## src/rtl/bvb_mac_drain_if.sv

```systemverilog
// Connection bundle between bvb_mac_drain, the banked vector buffer's per-channel
// vec/matrix FIFOs and the downstream result writer.
interface bvb_mac_drain_if #(
    parameter int CHANNEL_NUM = 4,
    parameter int VAL_BITS    = 8,
    parameter int ACC_BITS    = 32,
    parameter int ROW_BITS    = 16
);
    localparam int CH_BITS = (CHANNEL_NUM > 1) ? $clog2(CHANNEL_NUM) : 1;

    logic [CHANNEL_NUM*VAL_BITS-1:0] vec;
    logic [CHANNEL_NUM-1:0]          vec_fifo_empty;
    logic [CHANNEL_NUM-1:0]          vec_fifo_read;
    logic [CHANNEL_NUM*VAL_BITS-1:0] mat_val;
    logic [CHANNEL_NUM-1:0]          mat_last;
    logic [CHANNEL_NUM-1:0]          mat_fifo_empty;
    logic [CHANNEL_NUM-1:0]          mat_fifo_read;
    logic                            res_valid;
    logic                            res_ready;
    logic [ACC_BITS-1:0]             res_data;
    logic [CH_BITS-1:0]              res_channel;
    logic [ROW_BITS-1:0]             res_row;

    modport master (
        input  vec, vec_fifo_empty, mat_val, mat_last, mat_fifo_empty, res_ready,
        output vec_fifo_read, mat_fifo_read, res_valid, res_data, res_channel, res_row
    );

    modport slave (
        output vec, vec_fifo_empty, mat_val, mat_last, mat_fifo_empty, res_ready,
        input  vec_fifo_read, mat_fifo_read, res_valid, res_data, res_channel, res_row
    );
endinterface

```

## src/rtl/bvb_mac_drain.sv

```systemverilog
// Per-channel multiply-accumulate over paired vec/matrix FIFOs; finished row sums are
// parked per channel and round-robin arbitrated onto a single result stream.
module bvb_mac_drain #(
    parameter int CHANNEL_NUM = 4,
    parameter int VAL_BITS    = 8,
    parameter int ACC_BITS    = 32,
    parameter int ROW_BITS    = 16
) (
    input  logic            clk,
    input  logic            rst,
    bvb_mac_drain_if.master bus
);
    localparam int CH_BITS   = (CHANNEL_NUM > 1) ? $clog2(CHANNEL_NUM) : 1;
    localparam int PROD_BITS = 2 * VAL_BITS;

    typedef logic [VAL_BITS-1:0]    val_t;
    typedef logic [PROD_BITS-1:0]   prod_t;
    typedef logic [ACC_BITS-1:0]    acc_t;
    typedef logic [ROW_BITS-1:0]    row_t;
    typedef logic [CH_BITS-1:0]     ch_t;
    typedef logic [CHANNEL_NUM-1:0] mask_t;

    mask_t pop_q,      pop_d;
    mask_t s1_valid_q, s1_valid_d;
    mask_t s1_last_q,  s1_last_d;
    mask_t s2_valid_q, s2_valid_d;
    mask_t s2_last_q,  s2_last_d;
    mask_t hold_q,     hold_d;

    val_t  s1_vec_q    [CHANNEL_NUM];
    val_t  s1_vec_d    [CHANNEL_NUM];
    val_t  s1_mat_q    [CHANNEL_NUM];
    val_t  s1_mat_d    [CHANNEL_NUM];
    prod_t s2_prod_q   [CHANNEL_NUM];
    prod_t s2_prod_d   [CHANNEL_NUM];
    acc_t  acc_q       [CHANNEL_NUM];
    acc_t  acc_d       [CHANNEL_NUM];
    acc_t  hold_data_q [CHANNEL_NUM];
    acc_t  hold_data_d [CHANNEL_NUM];
    row_t  hold_row_q  [CHANNEL_NUM];
    row_t  hold_row_d  [CHANNEL_NUM];
    row_t  row_cnt_q   [CHANNEL_NUM];
    row_t  row_cnt_d   [CHANNEL_NUM];

    logic  res_valid_q,   res_valid_d;
    acc_t  res_data_q,    res_data_d;
    ch_t   res_channel_q, res_channel_d;
    row_t  res_row_q,     res_row_d;
    ch_t   ptr_q,         ptr_d;

    mask_t rd;
    mask_t last_inflight;
    mask_t hold_set;
    mask_t hold_clr;
    logic  hs;
    logic  found;
    ch_t   gnt;

    function automatic ch_t next_ch(input ch_t c);
        return (int'(c) == CHANNEL_NUM - 1) ? '0 : ch_t'(c + 1'b1);
    endfunction

    // Channel datapath: pop -> stage-1 capture -> product -> accumulate / park row sum.
    always_comb begin
        acc_t acc_sum;
        // NOTE: every combinational output gets a default before any branch, so no path
        // leaves a value unassigned and no latch is inferred.
        acc_sum       = '0;
        last_inflight = '0;
        rd            = '0;
        hold_set      = '0;
        pop_d         = '0;
        s1_valid_d    = '0;
        s1_last_d     = '0;
        s2_valid_d    = '0;
        s2_last_d     = '0;
        hold_d        = '0;
        for (int i = 0; i < CHANNEL_NUM; i++) begin
            last_inflight[i] = (pop_q[i] & bus.mat_last[i])
                             | (s1_valid_q[i] & s1_last_q[i])
                             | (s2_valid_q[i] & s2_last_q[i]);
            // Gated by reset so nothing is popped while the pipeline is held cleared.
            rd[i] = rst & ~bus.vec_fifo_empty[i] & ~bus.mat_fifo_empty[i]
                  & ~hold_q[i] & ~last_inflight[i];

            pop_d[i]      = rd[i];
            s1_valid_d[i] = pop_q[i];
            s1_last_d[i]  = pop_q[i] & bus.mat_last[i];
            s1_vec_d[i]   = pop_q[i] ? bus.vec[i*VAL_BITS +: VAL_BITS] : s1_vec_q[i];
            s1_mat_d[i]   = pop_q[i] ? bus.mat_val[i*VAL_BITS +: VAL_BITS] : s1_mat_q[i];

            s2_valid_d[i] = s1_valid_q[i];
            s2_last_d[i]  = s1_valid_q[i] & s1_last_q[i];
            s2_prod_d[i]  = s1_valid_q[i] ? prod_t'(s1_vec_q[i]) * prod_t'(s1_mat_q[i])
                                          : s2_prod_q[i];

            acc_sum        = acc_q[i] + acc_t'(s2_prod_q[i]);
            acc_d[i]       = acc_q[i];
            hold_data_d[i] = hold_data_q[i];
            hold_row_d[i]  = hold_row_q[i];
            row_cnt_d[i]   = row_cnt_q[i];
            if (s2_valid_q[i]) begin
                if (s2_last_q[i]) begin
                    hold_data_d[i] = acc_sum;
                    acc_d[i]       = '0;
                    hold_set[i]    = 1'b1;
                    hold_row_d[i]  = row_cnt_q[i];
                    row_cnt_d[i]   = row_cnt_q[i] + 1'b1;
                end else begin
                    acc_d[i] = acc_sum;
                end
            end
            hold_d[i] = (hold_q[i] & ~hold_clr[i]) | hold_set[i];
        end
    end

    // Result arbiter: rescans on an idle output or on the handshake cycle itself, so a
    // parked row from another channel can follow back-to-back.
    always_comb begin
        ch_t   scan_ptr;
        ch_t   sel;
        mask_t cand;
        int    idx;
        idx           = 0;
        sel           = '0;
        hs            = res_valid_q & bus.res_ready;
        scan_ptr      = hs ? next_ch(res_channel_q) : ptr_q;
        hold_clr      = '0;
        if (hs) hold_clr[res_channel_q] = 1'b1;
        cand          = hold_q & ~hold_clr;
        found         = 1'b0;
        gnt           = '0;
        for (int k = 0; k < CHANNEL_NUM; k++) begin
            idx = int'(scan_ptr) + k;
            if (idx >= CHANNEL_NUM) idx = idx - CHANNEL_NUM;
            sel = ch_t'(idx);
            if (!found && cand[sel]) begin
                found = 1'b1;
                gnt   = sel;
            end
        end

        res_valid_d   = res_valid_q;
        res_data_d    = res_data_q;
        res_channel_d = res_channel_q;
        res_row_d     = res_row_q;
        ptr_d         = ptr_q;
        if (hs) begin
            res_valid_d = 1'b0;
            ptr_d       = next_ch(res_channel_q);
        end
        if ((!res_valid_q || hs) && found) begin
            res_valid_d   = 1'b1;
            res_data_d    = hold_data_q[gnt];
            res_channel_d = gnt;
            res_row_d     = hold_row_q[gnt];
        end
    end

    always_ff @(posedge clk or negedge rst) begin
        if (!rst) begin
            pop_q         <= '0;
            s1_valid_q    <= '0;
            s1_last_q     <= '0;
            s2_valid_q    <= '0;
            s2_last_q     <= '0;
            hold_q        <= '0;
            res_valid_q   <= 1'b0;
            res_data_q    <= '0;
            res_channel_q <= '0;
            res_row_q     <= '0;
            ptr_q         <= '0;
            // NOTE: the per-channel arrays are few flops each, not RAM, so they take the
            // reset too and an aborted row can never leak into the next result.
            for (int i = 0; i < CHANNEL_NUM; i++) begin
                s1_vec_q[i]    <= '0;
                s1_mat_q[i]    <= '0;
                s2_prod_q[i]   <= '0;
                acc_q[i]       <= '0;
                hold_data_q[i] <= '0;
                hold_row_q[i]  <= '0;
                row_cnt_q[i]   <= '0;
            end
        end else begin
            // NOTE: non-blocking updates let every stage sample its predecessor's
            // pre-edge value regardless of statement order.
            pop_q         <= pop_d;
            s1_valid_q    <= s1_valid_d;
            s1_last_q     <= s1_last_d;
            s2_valid_q    <= s2_valid_d;
            s2_last_q     <= s2_last_d;
            hold_q        <= hold_d;
            res_valid_q   <= res_valid_d;
            res_data_q    <= res_data_d;
            res_channel_q <= res_channel_d;
            res_row_q     <= res_row_d;
            ptr_q         <= ptr_d;
            s1_vec_q      <= s1_vec_d;
            s1_mat_q      <= s1_mat_d;
            s2_prod_q     <= s2_prod_d;
            acc_q         <= acc_d;
            hold_data_q   <= hold_data_d;
            hold_row_q    <= hold_row_d;
            row_cnt_q     <= row_cnt_d;
        end
    end

    assign bus.vec_fifo_read = rd;
    assign bus.mat_fifo_read = rd;
    assign bus.res_valid     = res_valid_q;
    assign bus.res_data      = res_data_q;
    assign bus.res_channel   = res_channel_q;
    assign bus.res_row       = res_row_q;
endmodule
```

## src/flat_wrapper.sv

```systemverilog
// flat-port wrapper written by rule: the top's interface ports become plain ports
module bvb_mac_drain_flat 
#(
    parameter int CHANNEL_NUM = 4,
    parameter int VAL_BITS    = 8,
    parameter int ACC_BITS    = 32,
    parameter int ROW_BITS    = 16
)
  (clk, rst, bus_vec, bus_vec_fifo_empty, bus_mat_val, bus_mat_last, bus_mat_fifo_empty, bus_res_ready, bus_vec_fifo_read, bus_mat_fifo_read, bus_res_valid, bus_res_data, bus_res_channel, bus_res_row);
  bvb_mac_drain_if #(.CHANNEL_NUM(CHANNEL_NUM), .VAL_BITS(VAL_BITS), .ACC_BITS(ACC_BITS), .ROW_BITS(ROW_BITS)) bus_i ();
  input  logic clk;
  input  logic rst;
  input wire logic [$bits(bus_i.vec)-1:0] bus_vec;
  input wire logic [$bits(bus_i.vec_fifo_empty)-1:0] bus_vec_fifo_empty;
  input wire logic [$bits(bus_i.mat_val)-1:0] bus_mat_val;
  input wire logic [$bits(bus_i.mat_last)-1:0] bus_mat_last;
  input wire logic [$bits(bus_i.mat_fifo_empty)-1:0] bus_mat_fifo_empty;
  input wire logic [$bits(bus_i.res_ready)-1:0] bus_res_ready;
  output wire logic [$bits(bus_i.vec_fifo_read)-1:0] bus_vec_fifo_read;
  output wire logic [$bits(bus_i.mat_fifo_read)-1:0] bus_mat_fifo_read;
  output wire logic [$bits(bus_i.res_valid)-1:0] bus_res_valid;
  output wire logic [$bits(bus_i.res_data)-1:0] bus_res_data;
  output wire logic [$bits(bus_i.res_channel)-1:0] bus_res_channel;
  output wire logic [$bits(bus_i.res_row)-1:0] bus_res_row;
  assign bus_i.vec = bus_vec;
  assign bus_i.vec_fifo_empty = bus_vec_fifo_empty;
  assign bus_i.mat_val = bus_mat_val;
  assign bus_i.mat_last = bus_mat_last;
  assign bus_i.mat_fifo_empty = bus_mat_fifo_empty;
  assign bus_i.res_ready = bus_res_ready;
  assign bus_vec_fifo_read = bus_i.vec_fifo_read;
  assign bus_mat_fifo_read = bus_i.mat_fifo_read;
  assign bus_res_valid = bus_i.res_valid;
  assign bus_res_data = bus_i.res_data;
  assign bus_res_channel = bus_i.res_channel;
  assign bus_res_row = bus_i.res_row;
  bvb_mac_drain #(.CHANNEL_NUM(CHANNEL_NUM), .VAL_BITS(VAL_BITS), .ACC_BITS(ACC_BITS), .ROW_BITS(ROW_BITS)) u_core (.clk(clk), .rst(rst), .bus(bus_i));
endmodule
```

## config.mk

```make
export PLATFORM = sky130hd
export DESIGN_NAME = bvb_mac_drain_flat
export DESIGN_NICKNAME = d
export VERILOG_FILES = /design/src/rtl/bvb_mac_drain_if.sv /design/src/rtl/bvb_mac_drain.sv /design/src/flat_wrapper.sv
export SDC_FILE = /design/constraint.sdc
export NUM_CORES = 2
export LEC_CHECK = 0
export CAP_MARGIN = 0
export CORE_ASPECT_RATIO = 0.75
export CORE_UTILIZATION = 62
export DETAILED_ROUTE_END_ITERATION = 8
export GPL_ROUTABILITY_DRIVEN = 0
export GPL_TIMING_DRIVEN = 1
export HOLD_SLACK_MARGIN = 0.06
export PLACE_DENSITY = 0.81
export SLEW_MARGIN = 20
export SYNTH_ARGS = -nofsm -noshare
export SYNTH_HDL_FRONTEND = slang
export SYNTH_SLANG_ARGS = --single-unit
export TNS_END_PERCENT = 10
```

## constraint.sdc

```tcl
create_clock -name clk -period 5 [get_ports clk]
set_input_delay 1.25 -clock clk [delete_from_list [all_inputs] [get_ports clk]]
set_output_delay 1.25 -clock clk [all_outputs]
set_load 0.005 [all_outputs]
```

* After elaboration in Yosys (flattened, before gate mapping) *
Cells that the tools add are included.
Widths: inputs -> output; s select.

word-level totals
  output and inout bits = 59
  word-level logic and storage cells = 199
  bits of input ports = 79
  register bits after elaboration = 589

cells by class
  muxes and demuxes = 45
  $add $sub $neg = 16
  bitwise gates (word level) = 68
  reductions and logical operators = 15
  $lt $le $gt $ge = 11
  equality and inequality tests = 1
  multipliers = 4

operators with widths
  operator               count
  $mux 32                6
  $add 32x16->32         4
  $add 16x1->16 const B  4
  $bmux 32 s2            1
  $mul 8x8->16           4
  $and 1x1->1            33
  $bmux 16 s2            1
  $mux 16                2
  $mux 2                 10
  $not 1->1              20
  $mux 1                 19
  $lt 2x3->1 const B     5
  $ge 3x3->1 const B     4
  $or 1x1->1             12
  $bmux 1 s2             4
  $reduce_and 2->1       4
  $sub 2x1->2 const B    4
  $add 2x2->3 const B    2
  $logic_and 1x1->1      5
  $and 4x4->4            1
  $logic_not 1->1        4
  $mux 4                 1
  $not 4->4              1
  $add 2x1->3 const B    1
  other kinds (8)        8

* Depth between registers and ports, before layout *
  depth in word-level cells = 23
  depth in mapped cells = 17
  gate-level depth less buffers = 17

* Worst setup path after synthesis *
Ideal clock, no wire load.

  kind = reg2reg
  start point = register u_core.s1_vec_q[9] (netlist name)
  end point = register u_core.s2_prod_q[31] (netlist name)
  buffers on the path = 0
  arrival = 4.344 ns
  stages on the path, launching flop included = 16
  period minus slack after synthesis = 4.485 ns
  path slack = 0.515 ns
  setup time = 0.141 ns
  data required time = 4.859 ns
  cell sequence = dfrtp_1 and2_1 fa_1 fa_1 inv_1 fa_1 fa_1 inv_1 ha_1 o21ai_0 a21boi_0 or4_1 a31o_2 o41ai_1 xnor2_1 a21oi_1

between the ends
  longest elaborated chain between the ends = 1

RTL lines
  element                 line                  RTL
  from (decl)             bvb_mac_drain.sv:30   val_t s1_vec_q [CHANNEL_NUM];
  from (signal assigned)  bvb_mac_drain.sv:198  s1_vec_q <= s1_vec_d;
  $mul 8x8->16            bvb_mac_drain.sv:94   s2_prod_d[i] = s1_valid_q[i] ? prod_t'(s1_vec_q[i]) * prod_t'(s1_mat_q[i])
  to (signal assigned)    bvb_mac_drain.sv:200  s2_prod_q <= s2_prod_d;
  to (decl)               bvb_mac_drain.sv:34   prod_t s2_prod_q [CHANNEL_NUM];

Every way passes these cells.
A chain may end at the register's enable or synchronous reset.

* Worst setup path in the final report *
  start point = register u_core.s1_vec_q[25] (netlist name)
  end point = register u_core.s2_prod_q[61] (netlist name)

Same word-level chain as after synthesis.

==> flow_summary.toml <==
[run_status]
status = "finished, final reports clean"

[global_route]
grt_use_total_pct = 29.7
grt_start_max_net_pins = 144
antenna_found_initial = 4
grt_pass1_vias = 26200
grt_overflow = 0
grt_pass1_wl_um = 140000

[route]
viasPerCell = 5.92
drc = 0
drt-wirelength-per-cell_um = 18.8
drt_iter0_markers = 2644
drtPass1Iterations = 6
wl_um = 85400
vias = 26800
antenna_left = 0

[critical_path]
worst-setup-path-type = "flip-flop to flip-flop"
path_cells = "and2_1, fa_1, fa_1, fa_1, inv_1, fa_1, inv_1, ha_1, or2_2, a21oi_1, a21oi_1, a41oi_1, nor2b_1, xnor2_1, mux2_2"
slowest_stage = "fa_1"
worstSetupEndpointType = "flip-flop"
start_kind = "flip-flop"
cp_max_fo = 9
crit_path_frequent_cell = "fa_1"
crit_required_ps = 5500
cp.buffers_inverters = 2
slowest_delay_ps = 560
critPathArrivalTime_ps = 5270
cpLargestDelayFamily = "adder cells"

[timing]
tightest_slew_ps = 1070
maxSlewHeadroom_pct = 28.4
finClkSkew_ps = 20.3
finalSetupViolations = 0
rsz0062_at_grt = "no"
hold_violations = 0
finalSetupTns_ps = 0
period_share_pct = 95.4
whs_ps = 446
maxClockFrequency_ghz = 0.210
slew_violations = 0
min_period_ps = 4770

[final_layout]
drive_gt1_share_pct = 9.01
fill_cells = 4215
nets = 4146
area_growth_pct = 11.3
final_common_cell = "dfrtp_1"
postLayoutCellArea_um2 = 40300
multiInputGateArea_um2 = 20000
register_area_um2 = 14700
layout_common_cells = "589 x dfrtp_1, 520 x nand2_1, 277 x and2_1"

[floorplanning]
die_height_um = 211
rows = 76
fp.dieW_um = 281
io_pins = 138
die-area_um2 = 59300
core_um2 = 57500
initial_utilization_pct = 62.9

[worst_hold_path]
hold_path.class = "input port to asynchronous set/reset pin"

[clock_tree]
clock_latency_ps = 630
cts-buffers-inserted = 57
cts_tree = "done"
htreeDepth = 2
cts_root_buffer = "clkbuf_16"
clk_pin_slew_ps = 60
clock_path_buffers = 3
clkSinkCount = 589

[yosys]
synth_area_um2 = 36200
ys_seq_area_share_pct = 40.7
synth.yosys.warnings = 0
syn_area_per_cell_um2 = 10.0
synth-async-reset-ratio_pct = 100
synth_cell_types = 78
synth_seq_cells = 589
synth_edf_count = 0
synth.net_count = 4058
ys_dominant_reg_cell = "dfrtp_1"
syn_inst = 3615

[placed_design]
place_hpwl_um = 61800
portBuffers = 137
post_dp_cell_area_um2 = 38300

[job]
drv_cap = 0
## kinds of logic (layout without fill, tap and decap cells)
family	count (synthesis)	in the layout	share of synthesized area (%)
flops	589	589	40.7
xor+xnor	220	220	5.33
fa+ha+maj	364	364	15.7
other cells	0	1	0
simple gates	1208	1208	16.4
buf+inv	379	514	4.07
mux	162	162	5.03
compound gates	693	693	12.8
## area by class of cell
type / instances / area share [%]
sequential: 589 / 36.6
clock inverter: 28 / 0.777
multi-input combinational: 2647 / 49.7
tap: 780 / 2.42
clock buffer: 78 / 4.04
timing repair buffer: 170 / 4.21
inverter: 238 / 2.22
antenna: 1 / 0.00621
## flip-flops by register name, summed over array words and instances, names as in the netlist
name,cells
u_core.s1_last_q,4
u_core.bus.res_row,16
u_core.s2_last_q,4
u_core.s2_valid_q,4
u_core.s1_vec_q,32
u_core.s1_valid_q,4
u_core.bus.res_data,32
u_core.row_cnt_q,64
u_core.bus.res_valid,1
u_core.hold_q,4
u_core.pop_q,4
u_core.bus.res_channel,2
u_core.s2_prod_q,64
u_core.hold_data_q,128
u_core.hold_row_q,64
u_core.acc_q,128
u_core.s1_mat_q,32
u_core.ptr_q,2
## routing by layer
metal / vias up / track usage (%) / wire length (um)
met5: - / 0 / 44
met3: 153 / 5.40 / 6020
met1: 13300 / 45.3 / 40000
li1: 12600 / - / -
met2: 835 / 42.9 / 36800
met4: 8 / 9.63 / 2610
## worst paths after layout
kind	startpoint	end	slack, ps	cells after the start
worst max-delay path	u_core.s1_vec_q[25]	u_core.s2_prod_q[61]	230	15
min in group clk	u_core.hold_data_q[8]	u_core.hold_data_q[8]	470	2
worst max register to register	u_core.s1_vec_q[25]	u_core.s2_prod_q[61]	230	15
worst min-delay path	rst	u_core.s1_mat_q[14]	450	1
max in group asynchronous	rst	u_core.bus.res_data[25]	2350	4
worst min register to register	u_core.hold_data_q[8]	u_core.hold_data_q[8]	470	2
## cells in the mapped netlist (all sizes together), types with 4 or more instances
cell type	count	area, um^2
a21oi	88	444
dfrtp	589	14700
a2111oi	4	60.1
a211oi	53	398
nand2b	8	50.1
or4b	4	40.0
nand2	525	1970
o21a	18	135
a21o	47	353
and4	10	87.6
o21bai	11	82.6
or2	6	37.5
o2bb2ai	48	420
nor4b	4	41.3
fa	148	2960
or3	11	68.8
ha	216	2700
a31o	14	123
nor2b	19	119
mux2i	6	60.1
a21boi	8	63.8
buf	30	163
nor4	12	75.1
nand4	18	113
o211ai	7	57.6
o21ai	225	1130
nor2	111	417
and2	277	1730
inv	234	878
nand3	76	380
o31ai	81	613
clkbuf	111	417
or4	4	37.5
a31oi	24	156
a41oi	13	114
mux2	156	1760
xnor2	152	1330
clkinv	4	15.0
xor2	68	596
nor3	30	150
and3	85	532
o41ai	5	43.8
a22o	29	254
## repair_timing
action | 4_1_cts | 5_1_grt
setup endpoints to repair | 0 | 4
gates resized for setup | 0 | 5
setup buffers | 0 | 0
hold buffers | 0 | 0
## per-stage QoR
step	cells	setup WS (ps)	util [%]
finish	4531	232	70.0
global route	4530	13.7	70.0
CTS	4530	73.3	70.0
detailed placement	4424	99.8	66.6
global placement	4423	217	66.5
floorplan	3615	515	-
Power is left out: the tool's default activity adds up to more than one toggle a clock period on the data nets, which glitch-free logic cannot reach.
